## src/rtl/cordic_engine_if.sv

```systemverilog
// Handshake bundle for cordic_engine: request side (i_*) and result side (o_*).
// Ports: i_mode/i_re/i_im/i_angle with i_valid/i_ready; o_re/o_im/o_angle with o_valid/o_ready.
// master = producer of requests and consumer of results; slave = the engine.
interface cordic_engine_if #(
  parameter int POINT_SZ = 16,
  parameter int ANGLE_SZ = 34
);
  logic                       i_mode;
  logic signed [POINT_SZ-1:0] i_re;
  logic signed [POINT_SZ-1:0] i_im;
  logic signed [ANGLE_SZ-1:0] i_angle;
  logic                       i_valid;
  logic                       i_ready;
  logic signed [POINT_SZ-1:0] o_re;
  logic signed [POINT_SZ-1:0] o_im;
  logic signed [ANGLE_SZ-1:0] o_angle;
  logic                       o_valid;
  logic                       o_ready;

  modport master (
    output i_mode, i_re, i_im, i_angle, i_valid, o_ready,
    input  i_ready, o_re, o_im, o_angle, o_valid
  );

  modport slave (
    input  i_mode, i_re, i_im, i_angle, i_valid, o_ready,
    output i_ready, o_re, o_im, o_angle, o_valid
  );
endinterface

```

## src/rtl/cordic_engine.sv

```systemverilog
// Iterative CORDIC (rotation / vectoring) with quadrant pre-rotation, optional gain comp + saturation.
// Latency: accept to o_valid = ITERATIONS+2 cycles (GAIN_COMP=1), ITERATIONS+1 otherwise; no overlap.
// Backpressure: i_ready only in IDLE; result held in DONE until o_ready. Ports: clk, rst_n, bus (slave).
module cordic_engine #(
  parameter int POINT_SZ   = 16,
  parameter int ANGLE_SZ   = 34,
  parameter int ITERATIONS = 16,
  parameter int GAIN_COMP  = 1
) (
  input  logic            clk,
  input  logic            rst_n,
  cordic_engine_if.slave  bus
);
  localparam int XW  = POINT_SZ + 2;          // two guard bits for negation and CORDIC growth
  localparam int KW  = POINT_SZ + 1;          // fractional bits of K
  localparam int PW  = XW + KW + 1;
  localparam int KCW = (ITERATIONS > 1) ? $clog2(ITERATIONS) : 1;

  localparam logic signed [XW-1:0] P_MAX = {3'b000, {(POINT_SZ-1){1'b1}}};
  localparam logic signed [XW-1:0] P_MIN = {3'b111, {(POINT_SZ-1){1'b0}}};

  // Positive real to 64-bit integer, round to nearest; split to stay within $rtoi's 32 bits.
  function automatic logic [63:0] real_to_fix(input real a);
    real r;
    int  hi;
    int  lo;
    r  = a + 0.5;
    hi = $rtoi(r / 2147483648.0);
    lo = $rtoi(r - $itor(hi) * 2147483648.0);
    return (64'(hi) << 31) + 64'(lo);
  endfunction

  function automatic logic signed [ANGLE_SZ-1:0] atan_fix(input int k);
    return ANGLE_SZ'(real_to_fix($atan(1.0 / (2.0 ** $itor(k))) * (2.0 ** $itor(ANGLE_SZ-4))));
  endfunction

  function automatic logic [KW-1:0] k_fix();
    real kr;
    kr = 1.0;
    for (int i = 0; i < ITERATIONS; i++) kr = kr / $sqrt(1.0 + 1.0 / (4.0 ** $itor(i)));
    return KW'(real_to_fix(kr * (2.0 ** $itor(KW))));
  endfunction

  localparam logic signed [ANGLE_SZ-1:0] PI_FIX =
    ANGLE_SZ'(real_to_fix(3.14159265358979323846 * (2.0 ** $itor(ANGLE_SZ-4))));
  localparam logic signed [ANGLE_SZ-1:0] HALF_PI_FIX =
    ANGLE_SZ'(real_to_fix(1.57079632679489661923 * (2.0 ** $itor(ANGLE_SZ-4))));
  localparam logic [KW-1:0] K_FIX = k_fix();

  logic signed [ANGLE_SZ-1:0] atan_tab [ITERATIONS];
  for (genvar g = 0; g < ITERATIONS; g++) begin : g_atan
    localparam logic signed [ANGLE_SZ-1:0] ATAN_G = atan_fix(g);
    assign atan_tab[g] = ATAN_G;
  end

  // x*K, round half away from zero on the magnitude.
  function automatic logic signed [XW-1:0] scale(input logic signed [XW-1:0] v);
    logic signed [PW-1:0] p;
    logic        [PW-1:0] m;
    logic signed [XW-1:0] r;
    p = PW'(v) * $signed(PW'(K_FIX));
    m = p[PW-1] ? -p : p;
    m = (m + (PW'(1) << (KW-1))) >> KW;
    r = XW'(m);
    return p[PW-1] ? -r : r;
  endfunction

  function automatic logic signed [POINT_SZ-1:0] sat(input logic signed [XW-1:0] v);
    if (v > P_MAX) return POINT_SZ'(P_MAX);
    if (v < P_MIN) return POINT_SZ'(P_MIN);
    return POINT_SZ'(v);
  endfunction

  typedef enum logic [2:0] {IDLE, PRE, ITER, SCALE, DONE} state_t;

  state_t                     state_q, state_d;
  logic                       mode_q, mode_d;
  logic signed [XW-1:0]       x_q, x_d, y_q, y_d;
  logic signed [ANGLE_SZ-1:0] z_q, z_d;
  logic [KCW-1:0]             k_q, k_d;
  logic                       i_ready_q, i_ready_d, o_valid_q, o_valid_d;
  logic signed [POINT_SZ-1:0] o_re_q, o_re_d, o_im_q, o_im_d;
  logic signed [ANGLE_SZ-1:0] o_angle_q, o_angle_d;

  always_comb begin
    state_d   = state_q;
    mode_d    = mode_q;
    x_d       = x_q;
    y_d       = y_q;
    z_d       = z_q;
    k_d       = k_q;
    o_re_d    = o_re_q;
    o_im_d    = o_im_q;
    o_angle_d = o_angle_q;
    case (state_q)
      IDLE: if (bus.i_valid) begin
        mode_d  = bus.i_mode;
        x_d     = XW'(bus.i_re);
        y_d     = XW'(bus.i_im);
        z_d     = bus.i_angle;
        state_d = PRE;
      end
      PRE: begin
        if (!mode_q) begin
          if (z_q > HALF_PI_FIX) begin
            z_d = z_q - PI_FIX; x_d = -x_q; y_d = -y_q;
          end else if (z_q < -HALF_PI_FIX) begin
            z_d = z_q + PI_FIX; x_d = -x_q; y_d = -y_q;
          end
        end else begin
          z_d = '0;
          if (x_q[XW-1]) begin
            x_d = -x_q; y_d = -y_q;
            z_d = y_q[XW-1] ? -PI_FIX : PI_FIX;
          end
        end
        k_d     = '0;
        state_d = ITER;
      end
      ITER: begin
        if (mode_q ? y_q[XW-1] : !z_q[ANGLE_SZ-1]) begin
          x_d = x_q - (y_q >>> k_q);
          y_d = y_q + (x_q >>> k_q);
          z_d = z_q - atan_tab[k_q];
        end else begin
          x_d = x_q + (y_q >>> k_q);
          y_d = y_q - (x_q >>> k_q);
          z_d = z_q + atan_tab[k_q];
        end
        // A zero vector has no phase; without this z would accumulate the whole atan table.
        if (mode_q && x_q == '0 && y_q == '0) z_d = z_q;
        k_d = k_q + KCW'(1);
        if (k_q == KCW'(ITERATIONS-1)) begin
          if (GAIN_COMP != 0) begin
            state_d = SCALE;
          end else begin
            o_re_d    = sat(x_d);
            o_im_d    = sat(y_d);
            o_angle_d = z_d;
            state_d   = DONE;
          end
        end
      end
      SCALE: begin
        o_re_d    = sat(scale(x_q));
        o_im_d    = sat(scale(y_q));
        o_angle_d = z_q;
        state_d   = DONE;
      end
      DONE: if (bus.o_ready) state_d = IDLE;
      default: state_d = IDLE;
    endcase
    i_ready_d = (state_d == IDLE);
    o_valid_d = (state_d == DONE);
  end

  always_ff @(posedge clk or negedge rst_n) begin
    if (!rst_n) begin
      state_q   <= IDLE;
      mode_q    <= 1'b0;
      x_q       <= '0;
      y_q       <= '0;
      z_q       <= '0;
      k_q       <= '0;
      i_ready_q <= 1'b1;
      o_valid_q <= 1'b0;
      o_re_q    <= '0;
      o_im_q    <= '0;
      o_angle_q <= '0;
    end else begin
      state_q   <= state_d;
      mode_q    <= mode_d;
      x_q       <= x_d;
      y_q       <= y_d;
      z_q       <= z_d;
      k_q       <= k_d;
      i_ready_q <= i_ready_d;
      o_valid_q <= o_valid_d;
      o_re_q    <= o_re_d;
      o_im_q    <= o_im_d;
      o_angle_q <= o_angle_d;
    end
  end

  assign bus.i_ready = i_ready_q;
  assign bus.o_valid = o_valid_q;
  assign bus.o_re    = o_re_q;
  assign bus.o_im    = o_im_q;
  assign bus.o_angle = o_angle_q;
endmodule
```

## src/flat_wrapper.sv

```systemverilog
// flat-port wrapper written by rule: the top's interface ports become plain ports
module cordic_engine_flat 
#(
  parameter int POINT_SZ   = 16,
  parameter int ANGLE_SZ   = 34,
  parameter int ITERATIONS = 16,
  parameter int GAIN_COMP  = 1
)
  (clk, rst_n, bus_i_mode, bus_i_re, bus_i_im, bus_i_angle, bus_i_valid, bus_o_ready, bus_i_ready, bus_o_re, bus_o_im, bus_o_angle, bus_o_valid);
  cordic_engine_if #(.POINT_SZ(POINT_SZ), .ANGLE_SZ(ANGLE_SZ)) bus_i ();
  input  logic clk;
  input  logic rst_n;
  input wire logic [$bits(bus_i.i_mode)-1:0] bus_i_mode;
  input wire logic [$bits(bus_i.i_re)-1:0] bus_i_re;
  input wire logic [$bits(bus_i.i_im)-1:0] bus_i_im;
  input wire logic [$bits(bus_i.i_angle)-1:0] bus_i_angle;
  input wire logic [$bits(bus_i.i_valid)-1:0] bus_i_valid;
  input wire logic [$bits(bus_i.o_ready)-1:0] bus_o_ready;
  output wire logic [$bits(bus_i.i_ready)-1:0] bus_i_ready;
  output wire logic [$bits(bus_i.o_re)-1:0] bus_o_re;
  output wire logic [$bits(bus_i.o_im)-1:0] bus_o_im;
  output wire logic [$bits(bus_i.o_angle)-1:0] bus_o_angle;
  output wire logic [$bits(bus_i.o_valid)-1:0] bus_o_valid;
  assign bus_i.i_mode = bus_i_mode;
  assign bus_i.i_re = bus_i_re;
  assign bus_i.i_im = bus_i_im;
  assign bus_i.i_angle = bus_i_angle;
  assign bus_i.i_valid = bus_i_valid;
  assign bus_i.o_ready = bus_o_ready;
  assign bus_i_ready = bus_i.i_ready;
  assign bus_o_re = bus_i.o_re;
  assign bus_o_im = bus_i.o_im;
  assign bus_o_angle = bus_i.o_angle;
  assign bus_o_valid = bus_i.o_valid;
  cordic_engine #(.POINT_SZ(POINT_SZ), .ANGLE_SZ(ANGLE_SZ), .ITERATIONS(ITERATIONS), .GAIN_COMP(GAIN_COMP)) u_core (.clk(clk), .rst_n(rst_n), .bus(bus_i));
endmodule
```

## config.mk

```make
export PLATFORM = sky130hd
export DESIGN_NAME = cordic_engine_flat
export DESIGN_NICKNAME = d
export VERILOG_FILES = /design/src/rtl/cordic_engine_if.sv /design/src/rtl/cordic_engine.sv /design/src/flat_wrapper.sv
export SDC_FILE = /design/constraint.sdc
export NUM_CORES = 2
export LEC_CHECK = 0
export BUFFER_PORTS_ARGS = -buffer_cell sky130_fd_sc_hd__clkbuf_2
export CAP_MARGIN = 20
export CORE_MARGIN = 2
export CORE_UTILIZATION = 48
export CTS_CLUSTER_SIZE = 40
export DETAILED_ROUTE_END_ITERATION = 10
export PLACE_DENSITY = 0.78
export SLEW_MARGIN = 20
export SYNTH_ARGS = -nofsm -noshare
export SYNTH_HDL_FRONTEND = slang
export SYNTH_SLANG_ARGS = --single-unit
```

## constraint.sdc

```tcl
create_clock -name clk -period 9.94 [get_ports clk]
set_input_delay 0 -clock clk [delete_from_list [all_inputs] [get_ports clk]]
set_output_delay 0 -clock clk [all_outputs]
set_load 0.03 [all_outputs]
```

Word level (Yosys, flattened, before mapping)
Memory sizes are Yosys's and may differ from the RTL's.
Index checks and enable logic that the tools add are counted.
Cells by class
  $mul: 2
  multiplexer cells: 53
  order comparisons: 7
  equal/unequal tests: 10
  shifts and indexed selects: 2
  add/sub/neg operators: 17
  reduce and logical (&&, ||, !) cells: 13
  bitwise operators: 1
Operators by type and width (count)
  34-bit two-way mux: 10
  18-bit two-way mux: 14
  16-bit two-way mux: 8
  18-bit one-hot mux with 3 select lines: 2
  34-bit one-hot mux with 3 select lines: 1
  18-bit negator: 4
  35-bit by 17-bit adder with 35-bit output, second input constant: 2
  18-bit by 17-bit multiplier with 35-bit output, second input constant: 2
  35-bit two-way mux: 2
  35-bit negator: 2
  18-bit adder: 2
  18-bit by 16-bit > comparator with 1-bit output, second input constant: 2
  18-bit zero test: 2
  18-bit by 16-bit less-than comparator with 1-bit output, second input constant: 2
  18-bit by 4-bit >>> shifter with 18-bit output: 2
  18-bit subtractor: 2
  34-bit by 33-bit adder with 34-bit output, second input constant: 1
  34-bit adder: 1
  34-bit by 32-bit > comparator with 1-bit output, second input constant: 1
  34-bit by 32-bit less-than comparator with 1-bit output, second input constant: 1
  34-bit by 33-bit subtractor with 34-bit output, second input constant: 1
  34-bit subtractor: 1
  3-bit one-hot mux with 5 select lines: 1
  1-bit two-way mux: 11
  other kinds (20): 28
Storage, ports and cells
  memories: 1
  word-level logic and storage cells: 118
  input bits: 71
  register bits: 146
  memory bits (read-only): 544
  output and inout bits: 68
Memories
  (no name shown): depth 16, width 34, rd ports 1, clocked after Yosys merged registers in 0, wr ports 0, line cordic_engine.sv:124  | z_d = z_q - atan_tab[k_q];

Depth between registers and ports, before layout
  depth after elaboration: 13
  gate-level depth with buffers: 41
  depth with buffers taken out: 36

Worst setup path before layout
Ideal clock, no wire load.
  path kind: reg2reg
  from: register u_core.y_q[17]
  to: register u_core.o_im_q[5], in the netlist u_core.bus.o_im[5]
  path slack: -0.408 ns
  stages on the path, launching flop included: 37
  arrival: 10.225 ns
  clock period less this slack: 10.348 ns
  buffers on the path: 5
  cell sequence: dfrtp_1 -> clkbuf_1 -> inv_1 -> ha_1 -> inv_1 -> fa_1 -> inv_1 -> fa_1 -> fa_1 -> fa_1 -> fa_1 -> ha_1 -> and3_1 -> nand3_1 -> a211o_1 -> a31o_2 -> a2111oi_1 -> o211a_1 -> clkbuf_1 -> clkbuf_1 -> a21oi_1 -> xnor2_1 -> ha_1 -> inv_1 -> nor2_1 -> and4_1 -> a32oi_1 -> or2_2 -> clkbuf_1 -> a32o_1 -> or2_2 -> nor4_1 -> mux2_2 -> o221a_2 -> nor2_1 -> buf_4 -> a21oi_1
On the way
  word-level cells in the longest chain between the ends: 12
Ends and longest elaborated chain
  start: declaration: line cordic_engine.sv:78  | logic signed [XW-1:0] x_q, x_d, y_q, y_d;
  start signal: assignment: line cordic_engine.sv:174  | y_q <= y_d;
  18-bit by 17-bit multiplier with 35-bit output (*): line cordic_engine.sv:61  | p = PW'(v) * $signed(PW'(K_FIX));
  35-bit negator: line cordic_engine.sv:62  | m = p[PW-1] ? -p : p;
  35-bit two-way mux: line cordic_engine.sv:62
  35-bit by 17-bit adder with 35-bit output: line cordic_engine.sv:63  | m = (m + (PW'(1) << (KW-1))) >> KW;
  18-bit negator: line cordic_engine.sv:65  | return p[PW-1] ? -r : r;
  18-bit two-way mux (*): line cordic_engine.sv:65
  18-bit by 16-bit less-than comparator with 1-bit output: line cordic_engine.sv:70  | if (v < P_MIN) return POINT_SZ'(P_MIN);
  1-bit two-way mux (2 in a row): line cordic_engine.sv:70
  1-bit two-way mux: line cordic_engine.sv:95  | case (state_q)
  16-bit two-way mux: line cordic_engine.sv:71  | return POINT_SZ'(v);
  16-bit two-way mux (*): line cordic_engine.sv:70
  end signal: assignment: line cordic_engine.sv:180  | o_im_q <= o_im_d;
  end: declaration: line cordic_engine.sv:82  | logic signed [POINT_SZ-1:0] o_re_q, o_re_d, o_im_q, o_im_d;
Every way passes the cells marked *; elsewhere a longest branch is shown, timed or not. The select of a mux whose other input is x is not followed.
A chain may end at the register's enable or synchronous reset.

Worst setup path in the final report
  from: register u_core.x_q[12]
  to: register u_core.o_re_q[7], in the netlist u_core.bus.o_re[7]
On the way
  word-level cells in the longest chain between the ends: 12
Ends and longest elaborated chain
  start: declaration: line cordic_engine.sv:78
  start signal: assignment: line cordic_engine.sv:161  | x_q <= '0;
  start signal: assignment: line cordic_engine.sv:173  | x_q <= x_d;
  18-bit by 17-bit multiplier with 35-bit output (*): line cordic_engine.sv:61
  35-bit negator: line cordic_engine.sv:62
  35-bit two-way mux: line cordic_engine.sv:62
  35-bit by 17-bit adder with 35-bit output: line cordic_engine.sv:63
  18-bit negator: line cordic_engine.sv:65
  18-bit two-way mux (*): line cordic_engine.sv:65
  18-bit by 16-bit less-than comparator with 1-bit output: line cordic_engine.sv:70
  1-bit two-way mux (2 in a row): line cordic_engine.sv:70
  1-bit two-way mux: line cordic_engine.sv:95
  16-bit two-way mux: line cordic_engine.sv:71
  16-bit two-way mux (*): line cordic_engine.sv:70
  end signal: assignment: line cordic_engine.sv:179  | o_re_q <= o_re_d;
  end: declaration: line cordic_engine.sv:82
Marks and branches as above.

==> results.json <==
{
  "maxCapViolCount": 0,
  "clock_latency_ps": 500,
  "layout_commonest_cell": "ha_1",
  "synth_area_leaders": "ha_1 (18%), fa_1 (15%), dfrtp_1 (11%)",
  "r2r-start": "u_core.x_q[12]",
  "min_path_cells": 5,
  "via_per_inst": 5.95,
  "antenna_left": 0,
  "finalWeightedCongestion": 0.954,
  "cts_buffer_depth": 2,
  "outcome": "completed",
  "syn-instance-count": 3854,
  "grt_start_max_net_pins": 89,
  "slew_headroom_pct": 39.6,
  "area_delta_synth_final_pct": 10.8,
  "via_count": 29200,
  "synth_top_family_by_area": "adder cells",
  "gr-total-overflow": 0,
  "top_level_ports": 139,
  "row_count": 94,
  "nets": 4812,
  "startpoint_type": "flip-flop",
  "syn_nets": 4633,
  "grt_pass1_wl_um": 145000,
  "core_um2": 65500,
  "muxShareOfSynthArea_pct": 2.44,
  "synth_compound_area_share_pct": 20.1,
  "yosys.area_share.simple_pct": 15.9,
  "syn_area_um2": 31600,
  "wl_um": 90100,
  "root_buffer": "clkbuf_16",
  "placedCellCount": 4800,
  "rr_worst_depth": 36,
  "cp.arrival_ps": 9850,
  "finClkSkew_ps": 23.7,
  "finalCriticalPeriod_ps": 9490,
  "grt_use_total_pct": 26.3,
  "start_util_pct": 48.3,
  "min-delay-start": "bus_i_re[1]",
  "io_buffers": 138,
  "hpwl_um": 70800,
  "r2r_slack_ps": 450,
  "rr_endpoint": "u_core.bus.o_re[7]",
  "synth_flop_cell": "dfrtp_1",
  "fmax_ghz": 0.105,
  "ys_seq_area_share_pct": 11.6,
  "grt_pass1_vias": 27800,
  "multiInputGateArea_um2": 26100,
  "synthAdderAreaFrac_pct": 33.8,
  "dr.pass1.iters": 9,
  "worst_pin_slew_ps": 907,
  "slowest_delay_ps": 560,
  "setup_viol_count_final": 0,
  "drtIter0Drc": 2839,
  "slowest_stage": "fa_1",
  "final_cell_mix": "ha_1 (463), inv_1 (435), nand2_1 (400)",
  "end_kind": "flip-flop",
  "fp.dieH_um": 261,
  "drv_slew": 0,
  "diodes": 0,
  "grt_antenna_before_repair": 2,
  "hold_end": "u_core.x_q[1]",
  "cp_max_fo": 13,
  "drcViolationCount": 0,
  "hp-class": "in -> reg",
  "die_w_um": 261,
  "final_cells": 4910,
  "cts.clk_slew.worst_paths_ps": 70,
  "ys_ff_latch": 146,
  "drive_gt1_share_pct": 9.39,
  "synth-xor-area-share_pct": 9.49,
  "synth_edf_count": 0,
  "wl_per_cell_um": 18.4,
  "ys_types": 98,
  "post-route-period-util_pct": 95.5,
  "htreeDepth": 4,
  "async_flop_share_pct": 100,
  "netlist.area_leader.share_pct": 18.4,
  "seq_area_um2": 3670,
  "cts_inserted_buffers": 17,
  "avgSynthCellArea_um2": 8.21,
  "yosysTopAreaCell": "ha_1",
  "clock_sinks": 146,
  "required_ps": 10300,
  "cts_tree": "done",
  "yosysWarnings": 0,
  "hold_viol_final": 0,
  "dieArea_um2": 68000,
  "crit_type": "reg -> reg",
  "setup_tns_ps": 0,
  "fillCellCount": 5901
}
synth_stat cells (28+ instances only):
cell type  count
inv_1        435
a222oi_1      28
nor3_1        69
nor2b_1       32
clkbuf_1     109
xnor2_1      225
a211oi_1      30
dfrtp_1      145
nand3_1       51
fa_1         242
a21oi_1      219
xor2_1       116
ha_1         466
mux2i_1       31
o21a_1        29
o21ai_0      261
a31oi_1       65
nor2_1       278
a21o_1        53
nand4_1       29
nand2_1      400
area by class of cell:
cell class	instances	share of cell area (%)
Sequential cell	146	10.5
Multi-Input combinational cell	3145	74.4
Tap cell	864	3.09
Inverter	436	4.67
Timing Repair Buffer	287	5.68
Clock inverter	14	0.461
Clock buffer	18	1.25
cell families after synthesis:
family                   count (synthesis)
flip-flops                             146
AO/OA/AOI/OAI                          973
buffers and inverters                  563
XOR/XNOR                               342
multiplexers                            56
adder cells (fa/ha/maj)                708
AND/OR/NAND/NOR                       1066
flip-flops by register name, indices dropped and copies added, names as in the netlist:
register and flops:
u_core.y_q 18, u_core.bus.o_im 16, u_core.state_q 3, u_core.bus.i_ready 1, u_core.z_q 34, u_core.k_q 4, u_core.x_q 18, u_core.bus.o_valid 1
u_core.mode_q 1, u_core.bus.o_re 16, u_core.bus.o_angle 34
worst max-delay path by stage:
stage,start,endpoint,slack [ps],cells past startpoint
6_report,u_core.x_q[12],u_core.bus.o_re[7],450,36
3_3_place_gp,u_core.x_q[12],u_core.bus.o_re[11],250,34
3_5_place_dp,u_core.x_q[12],u_core.bus.o_re[11],120,34
2_1_floorplan,u_core.y_q[17],u_core.bus.o_im[5],110,36
5_1_grt,u_core.x_q[12],u_core.bus.o_re[7],-40,36
4_1_cts,u_core.x_q[12],u_core.bus.o_re[7],70,34
stage by stage:
step | instance area, um^2 | setup slack [ps] | util [%] | hold slack [ps]
floorplan | 31600 | 115 | - | -296
global placement | 33500 | 247 | 51.1 | 125
detailed placement | 33500 | 119 | 51.1 | 128
CTS | 34800 | 73.0 | 53.1 | 3.97
global route | 35000 | -40.8 | 53.5 | 93.5
finish | 35000 | 450 | 53.5 | 14.8
critical path, delay by kind of cell, from the launching register on:
family | cells | cell delay (ps)
compound gates | 11 | 2540
xor+xnor | 2 | 380
fa+ha+maj | 8 | 3600
buf+inv | 7 | 710
flops | 1 | 440
mux | 2 | 600
simple gates | 6 | 1060
per-layer routing:
layer,global-route usage (%),share of wire [%],up-vias
li1,-,-,13800
met1,36.4,43,14000
met2,42.8,47,1192
met3,3.55,7.4,135
met4,7.52,2.3,0
met5,0,0,-
what timing repair did:
| item | CTS | global route |
|---|---|---|
| resized for setup | 0 | 41 |
| endpoints found under the hold margin | 160 | 0 |
| setup buffers | 0 | 8 |
| hold buffers | 70 | 0 |
| setup endpoints to repair | 0 | 31 |
Power is left out: the tool's default activity adds up to more than one toggle a clock period on the data nets, which glitch-free logic cannot reach.
